File: src/rtl/vga_timing_gen.sv
// Raster timing for the VGA output path: pixel-rate divider, h/v counters,
// and registered sync/active/coordinate/strobe decode aligned to the counts.
module vga_timing_gen #(
    parameter int   CLK_DIV     = 4,
    parameter int   H_TOTAL     = 800,
    parameter int   H_SYNC      = 96,
    parameter int   H_ACT_START = 144,
    parameter int   H_ACT_END   = 784,
    parameter int   V_TOTAL     = 525,
    parameter int   V_SYNC      = 2,
    parameter int   V_ACT_START = 35,
    parameter int   V_ACT_END   = 515,
    parameter logic SYNC_POL    = 1'b1
) (
    input  logic        clk,
    input  logic        rst_n,
    input  logic        en,
    output logic        pix_tick,
    output logic [15:0] h_count,
    output logic [15:0] v_count,
    output logic        hsync,
    output logic        vsync,
    output logic        active,
    output logic [9:0]  x,
    output logic [9:0]  y,
    output logic        line_start,
    output logic        frame_start
);
    localparam int DW = (CLK_DIV > 1) ? $clog2(CLK_DIV) : 1;

    localparam logic [DW-1:0] DIV_LAST = DW'(CLK_DIV - 1);
    localparam logic [15:0]   H_LAST   = 16'(H_TOTAL - 1);
    localparam logic [15:0]   V_LAST   = 16'(V_TOTAL - 1);
    localparam logic [15:0]   HS_END   = 16'(H_SYNC);
    localparam logic [15:0]   VS_END   = 16'(V_SYNC);
    localparam logic [15:0]   HA_BEG   = 16'(H_ACT_START);
    localparam logic [15:0]   HA_END   = 16'(H_ACT_END);
    localparam logic [15:0]   VA_BEG   = 16'(V_ACT_START);
    localparam logic [15:0]   VA_END   = 16'(V_ACT_END);

    logic [DW-1:0] div_cnt;
    logic          div_last;
    logic          pix_q, ls_q, fs_q;
    logic          h_wrap, v_wrap, act_nxt;
    logic [15:0]   h_nxt, v_nxt;

    always_comb begin
        div_last = (div_cnt == DIV_LAST);
        h_wrap   = (h_count == H_LAST);
        v_wrap   = (v_count == V_LAST);
        h_nxt    = h_wrap ? 16'd0 : h_count + 16'd1;
        v_nxt    = h_wrap ? (v_wrap ? 16'd0 : v_count + 16'd1) : v_count;
        act_nxt  = (h_nxt >= HA_BEG) && (h_nxt < HA_END) &&
                   (v_nxt >= VA_BEG) && (v_nxt < VA_END);
    end

    // pix_q is held while en is low so a tick pending at the freeze is
    // consumed on resume; the outputs are gated so nothing pulses meanwhile.
    always_ff @(posedge clk or negedge rst_n) begin
        if (!rst_n) begin
            div_cnt <= '0;
            pix_q   <= 1'b0;
            ls_q    <= 1'b0;
            fs_q    <= 1'b0;
            h_count <= '0;
            v_count <= '0;
            hsync   <= SYNC_POL;
            vsync   <= SYNC_POL;
            active  <= 1'b0;
            x       <= '0;
            y       <= '0;
        end else if (en) begin
            div_cnt <= div_last ? '0 : div_cnt + 1'b1;
            pix_q   <= div_last;
            ls_q    <= 1'b0;
            fs_q    <= 1'b0;
            if (pix_q) begin
                h_count <= h_nxt;
                v_count <= v_nxt;
                hsync   <= (h_nxt < HS_END) ? SYNC_POL : ~SYNC_POL;
                vsync   <= (v_nxt < VS_END) ? SYNC_POL : ~SYNC_POL;
                active  <= act_nxt;
                x       <= act_nxt ? 10'(h_nxt - HA_BEG) : 10'd0;
                y       <= act_nxt ? 10'(v_nxt - VA_BEG) : 10'd0;
                ls_q    <= h_wrap;
                fs_q    <= h_wrap && v_wrap;
            end
        end else begin
            ls_q <= 1'b0;
            fs_q <= 1'b0;
        end
    end

    assign pix_tick    = pix_q & en;
    assign line_start  = ls_q & en;
    assign frame_start = fs_q & en;
endmodule

File: config.mk
export PLATFORM = sky130hd
export DESIGN_NAME = vga_timing_gen
export DESIGN_NICKNAME = d
export VERILOG_FILES = /design/src/rtl/vga_timing_gen.sv
export SDC_FILE = /design/constraint.sdc
export NUM_CORES = 1
export LEC_CHECK = 0
export BUFFER_PORTS_ARGS = -buffer_cell sky130_fd_sc_hd__buf_2
export CORE_ASPECT_RATIO = 1.2
export CORE_MARGIN = 8
export CORE_UTILIZATION = 57
export DETAILED_ROUTE_END_ITERATION = 7
export GPL_ROUTABILITY_DRIVEN = 0
export HOLD_SLACK_MARGIN = 0.12
export PLACE_DENSITY_LB_ADDON = 0.15
export SLEW_MARGIN = 25
export SYNTH_ARGS = -nofsm -noshare
export SYNTH_HDL_FRONTEND = slang
export SYNTH_SLANG_ARGS = --single-unit
File: constraint.sdc
create_clock -name clk -period 4.4 [get_ports clk]
set_clock_uncertainty 0.1 [all_clocks]
set_input_delay 0.44 -clock clk [delete_from_list [all_inputs] [get_ports clk]]
set_output_delay 0.44 -clock clk [all_outputs]
set_load 0.02 [all_outputs]
==> impl_metrics.env <==
export IMPL_drcViolationCount=0
export IMPL_vias=3419
export IMPL_rsz0062_at_grt="false"
export IMPL_start_util=0.5881
export IMPL_path_max_fanout=19
export IMPL_cts_setup_buffers=0
export IMPL_cts_repair_resized=0
export IMPL_viasPerCell=6.073
export IMPL_coreArea_um2=6406
export IMPL_hold_buffers=0
export IMPL_yosys_cell_types_count=58
export IMPL_dieWidth_um=90.22
export IMPL_overflow=0
export IMPL_synth_top_flop_cell="dfrtp_1"
export IMPL_grtUsageTotal=0.2075
export IMPL_cts_htree_levels=3
export IMPL_grt_pass1_vias=3326
export IMPL_routedWlPerCell_um=17.26
export IMPL_synthDominantAreaCellType="dfrtp_1"
export IMPL_rows=32
export IMPL_max_vdd_ir_drop_mv=0.3604
export IMPL_syn_nets=437
export IMPL_die_h_um=105.1
export IMPL_worstHoldPathType="in2async"
export IMPL_ys_seq_area_frac=0.3992
export IMPL_totalWireLength_um=9715
export IMPL_ant_nets=0
export IMPL_worst_pin_slew_ns=0.7785
export IMPL_cts_sinks=60
export IMPL_cts_tree="built"
export IMPL_fillers=549
export IMPL_layout_nets=483
export IMPL_antenna_found_initial=0
export IMPL_status="finished clean"
export IMPL_cts_buffers=9
export IMPL_hold_viol_final=0
export IMPL_topRoutingLayerUsed="met4"
export IMPL_period_needed_ns=3.803
export IMPL_yosys_top_cells_area="dfrtp_1, xnor2_1, nand2_1, o31ai_1, o21ai_0"
export IMPL_tns_ns=0
export IMPL_multiInputGateArea_um2=2091
export IMPL_crit_path_end_kind="flop"
export IMPL_diodes=0
export IMPL_crit_required_ns=4.54
export IMPL_route_met2_wl_um=4887
export IMPL_synth_edff_count=0
export IMPL_die_area_um2=9478
export IMPL_power_leakage_nw=1.950
export IMPL_io_pins=61
export IMPL_drt_iter0_drc=296
export IMPL_syn_cell_area_um2=3767
export IMPL_clkTransAtPathRegs_ns=0.07
export IMPL_max_freq_mhz=262.9
export IMPL_synth_warning_count=0
export IMPL_drtPass1Iterations=5
export IMPL_met1Wirelength_um=4022
export IMPL_wl_met3_um=616
export IMPL_max_cap_violations=0
export IMPL_r2r_start="h_count[5]"
export IMPL_ctsRootBufferMaster="clkbuf_8"
export IMPL_syn_inst=427
export IMPL_syn_to_final_growth_pct=14.05
export IMPL_ys_ff_latch=60
export IMPL_post_dp_hpwl_um=6915
export IMPL_crit_path_start="h_count[5]"
export IMPL_cp_arrival_ns=3.94
export IMPL_power_density_nw_per_um2=437.7
export IMPL_clock_latency_ns=0.34
export IMPL_worstSetupPathType="reg2reg"
export IMPL_period_share=0.8644
export IMPL_critPathLaunchType="flop"
export IMPL_grt_max_degree=70
export IMPL_io_buffers=60
export IMPL_grt_pass1_wl_um=16360
export IMPL_drv_slew=0
export IMPL_async_reset_ff_frac=1.000
export IMPL_synth_area_per_cell_um2=8.823
export IMPL_max_slew_margin=0.4804
export IMPL_drive_gt1_frac=0.2092
export IMPL_synth_top_cell_area_share=0.3853
export IMPL_setup_viol=0
export IMPL_final_util=0.6707
export IMPL_register_area_um2=1504
export IMPL_ctsLongestPathBuffers=2
==> cells in the mapped netlist (all sizes together), types with 2 or more instances <==
cell and n:
o21ai 30, clkbuf 22, xor2 9, and4 5, nand4 19, buf 9, ha 7, and2 5
nand3 18, and3 7, nor2 25, nor4b 5, mux2i 2, a21oi 6, xnor2 31, nand2 67
o41ai 2, o31a 2, o2bb2ai 2, nor2b 2, inv 9, or3 4, a21o 2, nor3 10
a31oi 3, o2111ai 2, or4 3, or2 4, a41oi 2, mux2 4, nor4bb 2, dfrtp 58
o31ai 23, nor4 8, dfstp 2
==> critical path: stages, from the launching register on <==
cell and delay, ns:
dfrtp_1 0.52, or3_1 0.50, nor4_4 0.35, buf_4 0.27
or2_2 0.18, ha_1 0.26, nand4_1 0.12, o2111ai_1 0.21
a32oi_1 0.12, nor2_1 0.12, or4b_1 0.43, buf_4 0.23
o31ai_1 0.28
==> layout make-up <==
cell class              count  area share
clock buffers              11     0.03291
multi-input cells         327      0.4866
flip-flops and latches     60      0.3500
inverters                   9    0.007863
clock inverters             5     0.01747
well taps                  85     0.02475
repair buffers             66     0.08037
==> sequential cells by signal, indices dropped and copies added (netlist names) <==
signal / cells
h_count: 16
pix_q: 1
y: 10
div_cnt: 2
vsync: 1
v_count: 16
ls_q: 1
active: 1
fs_q: 1
hsync: 1
x: 10
==> final timing paths <==
| path | endpoint | slack (ns) | cells past startpoint |
|---|---|---|---|
| worst max-delay path | y[6] | 0.60 | 12 |
| worst min-delay path | y[5] | 0.15 | 2 |
| worst max register to register | y[6] | 0.60 | 12 |
| worst min register to register | y[5] | 0.38 | 2 |
| max in group asynchronous | v_count[13] | 3.57 | 2 |
| min in group clk | div_cnt[1] | 0.33 | 2 |
==> metal layers <==
layer,global-route usage,vias to the layer above
met5,0,-
met4,0.09058,0
met3,0.03651,17
met2,0.3556,135
met1,0.2495,1633
li1,-,1634
==> layout by cell type, fill, tap and decap left out, types with 6 or more instances in the layout <==
master	Yosys	routed
nand2_1	67	66
buf_2	7	60
dfrtp_1	58	58
xnor2_1	31	31
o21ai_0	27	27
nor2_1	25	25
o31ai_1	19	19
nand4_1	19	19
nand3_1	18	18
nor3_1	10	10
clkbuf_8	0	10
xor2_1	9	9
inv_1	9	9
nor4_1	7	7
and3_1	7	7
ha_1	7	7
a21oi_1	6	6
buf_4	0	6
==> report_power, final <==
group / switching (mW) / leakage [nW] / internal [mW]
combinational: 0.390 / 1.05 / 0.191
clock: 0.222 / 0.113 / 0.332
sequential: 0.0858 / 0.790 / 0.660
==> logic make-up after synthesis <==
group / Yosys count / synth area share
muxes: 6 / 0.01727
xor gates and xnor gates: 40 / 0.09299
AOI/OAI and AO/OA: 85 / 0.1584
DFF: 60 / 0.3992
and+or+nand+nor: 189 / 0.2624
buffers and inverters: 40 / 0.04649
adders and majority gates: 7 / 0.02325
==> metrics by stage <==
stage	instance area [um^2]	instances	setup WS, ns	hold WS [ns]	power [mW]
final	4297	563	0.5967	0.1512	1.881
after global routing	4297	563	0.3720	0.2203	1.976
after CTS	4297	563	0.5727	0.1739	1.897
after detailed placement	4080	547	0.6159	0.3691	1.342
after global placement	4080	547	0.7289	0.3582	1.325
after floorplan	3767	427	0.5674	0.04441	1.161
Power figures use the tool's default switching activity.
